==> src/rtl/uart_pkg.sv <==
// Shared constants for the UART receive path.
// Defines the packed-word FIFO entry layout.
package uart_pkg;

  localparam int BYTES_PER_WORD = 4;
  localparam int WORD_W         = 32;
  localparam int CNT_W          = 3;
  localparam int ENTRY_W        = 36;

  localparam int DATA_LSB  = 0;
  localparam int BYTES_LSB = 32;
  localparam int ERR_BIT   = 35;

  function automatic logic [ENTRY_W-1:0] make_entry(
    input logic              err,
    input logic [CNT_W-1:0]  nbytes,
    input logic [WORD_W-1:0] data
  );
    logic [ENTRY_W-1:0] e;
    e                      = '0;
    e[ERR_BIT]             = err;
    e[BYTES_LSB +: CNT_W]  = nbytes;
    e[DATA_LSB +: WORD_W]  = data;
    return e;
  endfunction

endpackage

==> src/rtl/rx_sync_fifo.sv <==
// Single-clock first-word-fall-through FIFO.
// A pop frees the slot for a same-cycle push even when full.
module rx_sync_fifo #(
  parameter int DEPTH = 8,
  parameter int WIDTH = 36
) (
  input  logic                     clock,
  input  logic                     reset,
  input  logic                     clear,
  input  logic                     push,
  input  logic                     pop,
  input  logic [WIDTH-1:0]         wdata,
  output logic [WIDTH-1:0]         rdata,
  output logic                     full,
  output logic                     empty,
  output logic [$clog2(DEPTH):0]   level
);

  localparam int AW = $clog2(DEPTH);

  logic [AW:0]      wr_ptr;
  logic [AW:0]      rd_ptr;
  logic [WIDTH-1:0] mem [DEPTH];
  logic             do_pop;
  logic             do_push;

  assign level   = wr_ptr - rd_ptr;
  assign empty   = (wr_ptr == rd_ptr);
  assign full    = (level == (AW+1)'(DEPTH));
  assign do_pop  = pop & ~empty;
  assign do_push = push & (~full | do_pop);
  assign rdata   = mem[rd_ptr[AW-1:0]];

  // Pointer update; clear wins over push and pop
  always_ff @(posedge clock or negedge reset) begin
    if (!reset) begin
      wr_ptr <= '0;
      rd_ptr <= '0;
    end else if (clear) begin
      wr_ptr <= '0;
      rd_ptr <= '0;
    end else begin
      if (do_push) wr_ptr <= wr_ptr + (AW+1)'(1);
      if (do_pop)  rd_ptr <= rd_ptr + (AW+1)'(1);
    end
  end

  // Storage write; reset zeroes it so the head reads 0 after reset
  always_ff @(posedge clock or negedge reset) begin
    if (!reset) begin
      for (int i = 0; i < DEPTH; i++) mem[i] <= '0;
    end else if (do_push && !clear) begin
      mem[wr_ptr[AW-1:0]] <= wdata;
    end
  end

endmodule

==> src/rtl/rx_word_packer.sv <==
// Packs UART bytes little-endian into 32-bit words.
// Flushes partial words after an idle gap; buffers in a FIFO.
module rx_word_packer
  import uart_pkg::*;
#(
  parameter int DEPTH     = 8,
  parameter int TIMEOUT_W = 16
) (
  input  logic                   clock,
  input  logic                   reset,
  input  logic                   byte_valid,
  input  logic [7:0]             byte_data,
  input  logic                   byte_error,
  input  logic [TIMEOUT_W-1:0]   timeout_cycles,
  input  logic                   clear,
  output logic                   word_valid,
  output logic [31:0]            word_data,
  output logic [2:0]             word_bytes,
  output logic                   word_error,
  input  logic                   word_ready,
  output logic [$clog2(DEPTH):0] level,
  output logic                   overflow
);

  logic [1:0]           idx, idx_nx;
  logic [WORD_W-1:0]    acc, acc_nx, acc_ins;
  logic                 err, err_nx;
  logic [TIMEOUT_W-1:0] cnt, cnt_nx;
  logic                 ovf_nx;

  logic                 word_done;
  logic                 timeout_hit;
  logic                 push;
  logic [ENTRY_W-1:0]   push_entry;
  logic [ENTRY_W-1:0]   head;
  logic                 full;
  logic                 empty;

  assign word_done = byte_valid && (idx == 2'd3);

  assign timeout_hit = !byte_valid
                    && (idx != 2'd0)
                    && (timeout_cycles != '0)
                    && (cnt == timeout_cycles - TIMEOUT_W'(1));

  assign push = !clear && (word_done || timeout_hit);

  // Current accumulator with the incoming byte placed in lane idx
  always_comb begin
    acc_ins = acc;
    for (int k = 0; k < BYTES_PER_WORD; k++) begin
      if (idx == 2'(k)) acc_ins[8*k +: 8] = byte_data;
    end
  end

  // Entry to push: full word with the new byte, or flushed partial
  always_comb begin
    push_entry = make_entry(err, {1'b0, idx}, acc);
    if (word_done) begin
      push_entry = make_entry(err | byte_error, 3'd4, acc_ins);
    end
  end

  // Packer, idle counter and overflow next state
  always_comb begin
    idx_nx = idx;
    acc_nx = acc;
    err_nx = err;
    cnt_nx = cnt;
    ovf_nx = overflow;
    if (clear) begin
      idx_nx = '0;
      acc_nx = '0;
      err_nx = 1'b0;
      cnt_nx = '0;
      ovf_nx = 1'b0;
    end else begin
      if (push && full && !word_ready) ovf_nx = 1'b1;
      if (byte_valid) begin
        cnt_nx = '0;
        if (word_done) begin
          idx_nx = '0;
          acc_nx = '0;
          err_nx = 1'b0;
        end else begin
          idx_nx = idx + 2'd1;
          acc_nx = acc_ins;
          err_nx = err | byte_error;
        end
      end else if (timeout_hit) begin
        idx_nx = '0;
        acc_nx = '0;
        err_nx = 1'b0;
        cnt_nx = '0;
      end else if (idx == 2'd0) begin
        cnt_nx = '0;
      end else if (timeout_cycles != '0 && cnt != '1) begin
        // Saturate so a lowered limit cannot be hit by wrap-around
        cnt_nx = cnt + TIMEOUT_W'(1);
      end
    end
  end

  // Packer and overflow state registers
  always_ff @(posedge clock or negedge reset) begin
    if (!reset) begin
      idx      <= '0;
      acc      <= '0;
      err      <= 1'b0;
      cnt      <= '0;
      overflow <= 1'b0;
    end else begin
      idx      <= idx_nx;
      acc      <= acc_nx;
      err      <= err_nx;
      cnt      <= cnt_nx;
      overflow <= ovf_nx;
    end
  end

  rx_sync_fifo #(
    .DEPTH (DEPTH),
    .WIDTH (ENTRY_W)
  ) u_fifo (
    .clock (clock),
    .reset (reset),
    .clear (clear),
    .push  (push),
    .pop   (word_ready),
    .wdata (push_entry),
    .rdata (head),
    .full  (full),
    .empty (empty),
    .level (level)
  );

  assign word_valid = ~empty;
  assign word_data  = head[DATA_LSB +: WORD_W];
  assign word_bytes = head[BYTES_LSB +: CNT_W];
  assign word_error = head[ERR_BIT];

endmodule

==> config.mk <==
export PLATFORM = sky130hd
export DESIGN_NAME = rx_word_packer
export DESIGN_NICKNAME = d
export VERILOG_FILES = /design/src/rtl/uart_pkg.sv /design/src/rtl/rx_sync_fifo.sv /design/src/rtl/rx_word_packer.sv
export SDC_FILE = /design/constraint.sdc
export NUM_CORES = 1
export LEC_CHECK = 0
export ABC_AREA = 1
export CORE_UTILIZATION = 37
export DETAILED_ROUTE_END_ITERATION = 10
export GPL_TIMING_DRIVEN = 1
export PLACE_DENSITY = 0.53
export SYNTH_ARGS = -nofsm -noshare
export SYNTH_HDL_FRONTEND = slang
export SYNTH_HIERARCHICAL = 1
export SYNTH_SLANG_ARGS = --single-unit
==> constraint.sdc <==
create_clock -name clock -period 3.9 [get_ports clock]
set_input_delay 0.39 -clock clock [delete_from_list [all_inputs] [get_ports clock]]
set_output_delay 0.39 -clock clock [all_outputs]
set_load 0.03 [all_outputs]
==> impl_metrics.yaml <==
final_layout:
  diodes: 0
  areaGrowthSynthToFinish_pct: 15.4
  finalNetCount: 2533
  drive_gt1_share_pct: 7.26
  mostFrequentLayoutCell: "nand2_1"
  fin_cells: 3136
  final_cell_mix: "nand2_1 (1078), dfrtp_1 (346), nor2_1 (302)"
  fill_cells: 4852
sta:
  whs_ns: 0.464
  relSlewSlack_pct: 42.3
  skew_ns: 0.0164
  period_minus_slack_ns: 3.77
  finalSetupTns_ns: 0
  rsz0062_at_grt: "false"
  fin_crit_sh_pct: 96.8
  maxSlewViolCount: 0
  fmax_mhz: 265
  worst_pin_slew_ns: 0.865
  finalHoldViolCount: 0
  setup_viol: 0
critical_path:
  endpoint_kind: "output pin"
  criticalPathCategory: "register to output pin"
  arrival_ns: 3.38
  crit_required_ns: 3.51
  cp_max_fo: 30
  start_kind: "register"
detailed_routing:
  first_pass_iters: 5
  drc: 0
  wl_met1_um: 27300
  wl_per_cell_um: 18.2
  ant_nets: 0
  wirelength_um: 57200
  wl_met3_um: 3080
  viasPerCell: 5.19
  via_count: 16300
  initialDrtViolationCount: 1332
  highest_layer: "met4"
  met2WireLength_um: 25600
die:
  fp.dieH_um: 223
  std_cell_rows: 80
  io_pins: 72
  core_um2: 47800
  dieArea_um2: 49500
  start_util_pct: 37.6
  fp.dieW_um: 223
synth:
  netlist_area_um2: 18000
  synthCells: 2468
  synth-simple-area-share_pct: 33.3
  postSynthAreaPerCell_um2: 7.29
  synth_xor_area_share_pct: 1.22
  synth-compound-area-share_pct: 8.96
  synth_top_family_by_area: "simple AND/OR/NAND/NOR gates"
  synthDistinctLibCells: 40
  ys_seq_elements: 348
  ys_seq_area_share_pct: 48.4
  yosysWarnings: 6
  synthMuxAreaShare_pct: 0
  synthAdderAreaFrac_pct: 0.946
  synth_fp_nets: 2511
power:
  vdd_drop_max_mv: 0.258
  finalPower_mw: 9.20
  power.density_nw_per_um2: 443
  power.leakage_nw: 10.8
place:
  port_buffers: 71
  dp_hpwl_um: 33300
  gp_congestion: 0.810
  dp.cells: 3060
clock_tree:
  cts.sinks: 348
  cts_buffers: 42
  htree_levels: 2
  clock_latency_ns: 0.57
  cts_tree: "built"
  cts_setup_buffers: 0
  root_buffer: "clkbuf_16"
  path_clk_slew_ns: 0.06
  cts_buffer_depth: 3
global_route:
  antenna_found_initial: 1
  grt_use_total_pct: 23.5
  grt_first_pass_wirelength_um: 91600
  grt_max_degree: 145
  grt_overflow: 0
  grt_pass1_vias: 15900
outcome:
  run_status: "completed"
min_path:
  hold_class: "input pin to async pin"
job:
  cap_viol_max_count: 0
==> critical path, cell delays in order (launching register included) <==
cell             delay (ns)
dfrtp_2                0.42
inv_2                  0.35
buf_6                  0.36
o21ai_0                0.18
o22ai_1                0.16
nor2_1                 0.07
a31oi_1                0.48
clkdlybuf4s50_1        0.79
==> metal layers <==
| metal | up-vias | GRT usage (%) |
|---|---|---|
| met3 | 73 | 2.88 |
| met5 | - | 0 |
| li1 | 7815 | - |
| met1 | 7911 | 33.9 |
| met2 | 464 | 37.0 |
| met4 | 0 | 6.70 |
==> worst paths after layout <==
| path | end | cells after the start | from | slack (ns) |
|---|---|---|---|---|
| max reg2reg | u_fifo/mem[170] | 11 | u_fifo/wr_ptr[0] | 0.54 |
| min reg2reg | u_fifo/mem[84] | 2 | u_fifo/mem[84] | 0.47 |
| max | word_bytes[1] | 7 | u_fifo/rd_ptr[1] | 0.13 |
| max in group asynchronous | u_fifo/mem[219] | 3 | reset | 2.30 |
| min | u_fifo/mem[274] | 2 | reset | 0.46 |
| min in group clock | u_fifo/mem[84] | 2 | u_fifo/mem[84] | 0.47 |
==> registers in the layout, summed over array words and instances, names as in the netlist <==
name	count
u_fifo/mem	288
acc	32
cnt	16
u_fifo/rd_ptr	4
u_fifo/wr_ptr	4
idx	2
err	1
overflow	1
==> through the flow <==
stage | utilization (%) | cell area, um^2 | setup slack, ns
2_1_floorplan | - | 18000 | 0.883
3_3_place_gp | 40.4 | 19300 | 0.611
3_5_place_dp | 40.4 | 19300 | 0.573
4_1_cts | 43.4 | 20800 | 0.0400
5_1_grt | 43.4 | 20800 | 0.0754
6_report | 43.4 | 20800 | 0.127
==> repair_timing <==
action	CTS	global route
endpoints found under the setup margin	0	1
endpoints found under the hold margin	92	0
resized for setup	0	1
hold buffers	1	0
==> cell usage after synthesis <==
master / n / share of area [%]
a211oi_1: 1 / 0.042
a21o_1: 1 / 0.042
a21oi_1: 5 / 0.14
a21oi_2: 1 / 0.049
a31oi_1: 36 / 1.3
and2_1: 2 / 0.070
buf_1: 9 / 0.19
buf_2: 37 / 1.0
buf_4: 1 / 0.042
buf_6: 29 / 1.8
clkbuf_1: 97 / 2.0
clkinv_1: 3 / 0.063
dfrtp_1: 348 / 48
fa_1: 1 / 0.11
ha_1: 12 / 0.83
inv_1: 95 / 2.0
inv_2: 1 / 0.021
nand2_1: 1078 / 22
nand2_2: 5 / 0.17
nand3_1: 32 / 0.89
nand3_2: 1 / 0.056
nand3_4: 1 / 0.097
nand4_1: 51 / 1.8
nand4_2: 5 / 0.35
nor2_1: 302 / 6.3
nor2_2: 12 / 0.42
nor2_4: 1 / 0.063
nor3_1: 14 / 0.39
nor3_2: 2 / 0.11
nor3b_1: 1 / 0.042
nor4_1: 1 / 0.035
o2111ai_1: 1 / 0.049
o21a_1: 1 / 0.042
o21ai_0: 213 / 5.9
o21ai_1: 2 / 0.056
o21bai_1: 2 / 0.083
o22ai_1: 37 / 1.3
or2_2: 2 / 0.070
xnor2_1: 7 / 0.34
xor2_1: 18 / 0.88
==> final cells by class <==
type / count / area [um^2] / share of cell area [%]
clock buffer: 63 / 1260 / 6.07
tap: 615 / 769 / 3.71
timing repair buffer: 151 / 1460 / 7.03
inverter: 99 / 374 / 1.80
clock inverter: 12 / 141 / 0.681
sequential: 348 / 8710 / 42.0
multi-input combinational: 1848 / 8040 / 38.7
==> logic make-up after synthesis <==
group	Yosys count
and+or+nand+nor	1510
AOI/OAI and AO/OA	300
DFF	348
buffers and inverters	272
xor gates and xnor gates	25
adders and majority gates	13
==> power breakdown <==
part	switching, mW	total, mW	internal, mW	leakage [nW]
Clock	1.59	4.02	2.43	0.694
Sequential	0.0204	3.66	3.64	4.85
Combinational	1.03	1.52	0.486	5.30
Note: power is estimated with default switching activity, not from simulation.
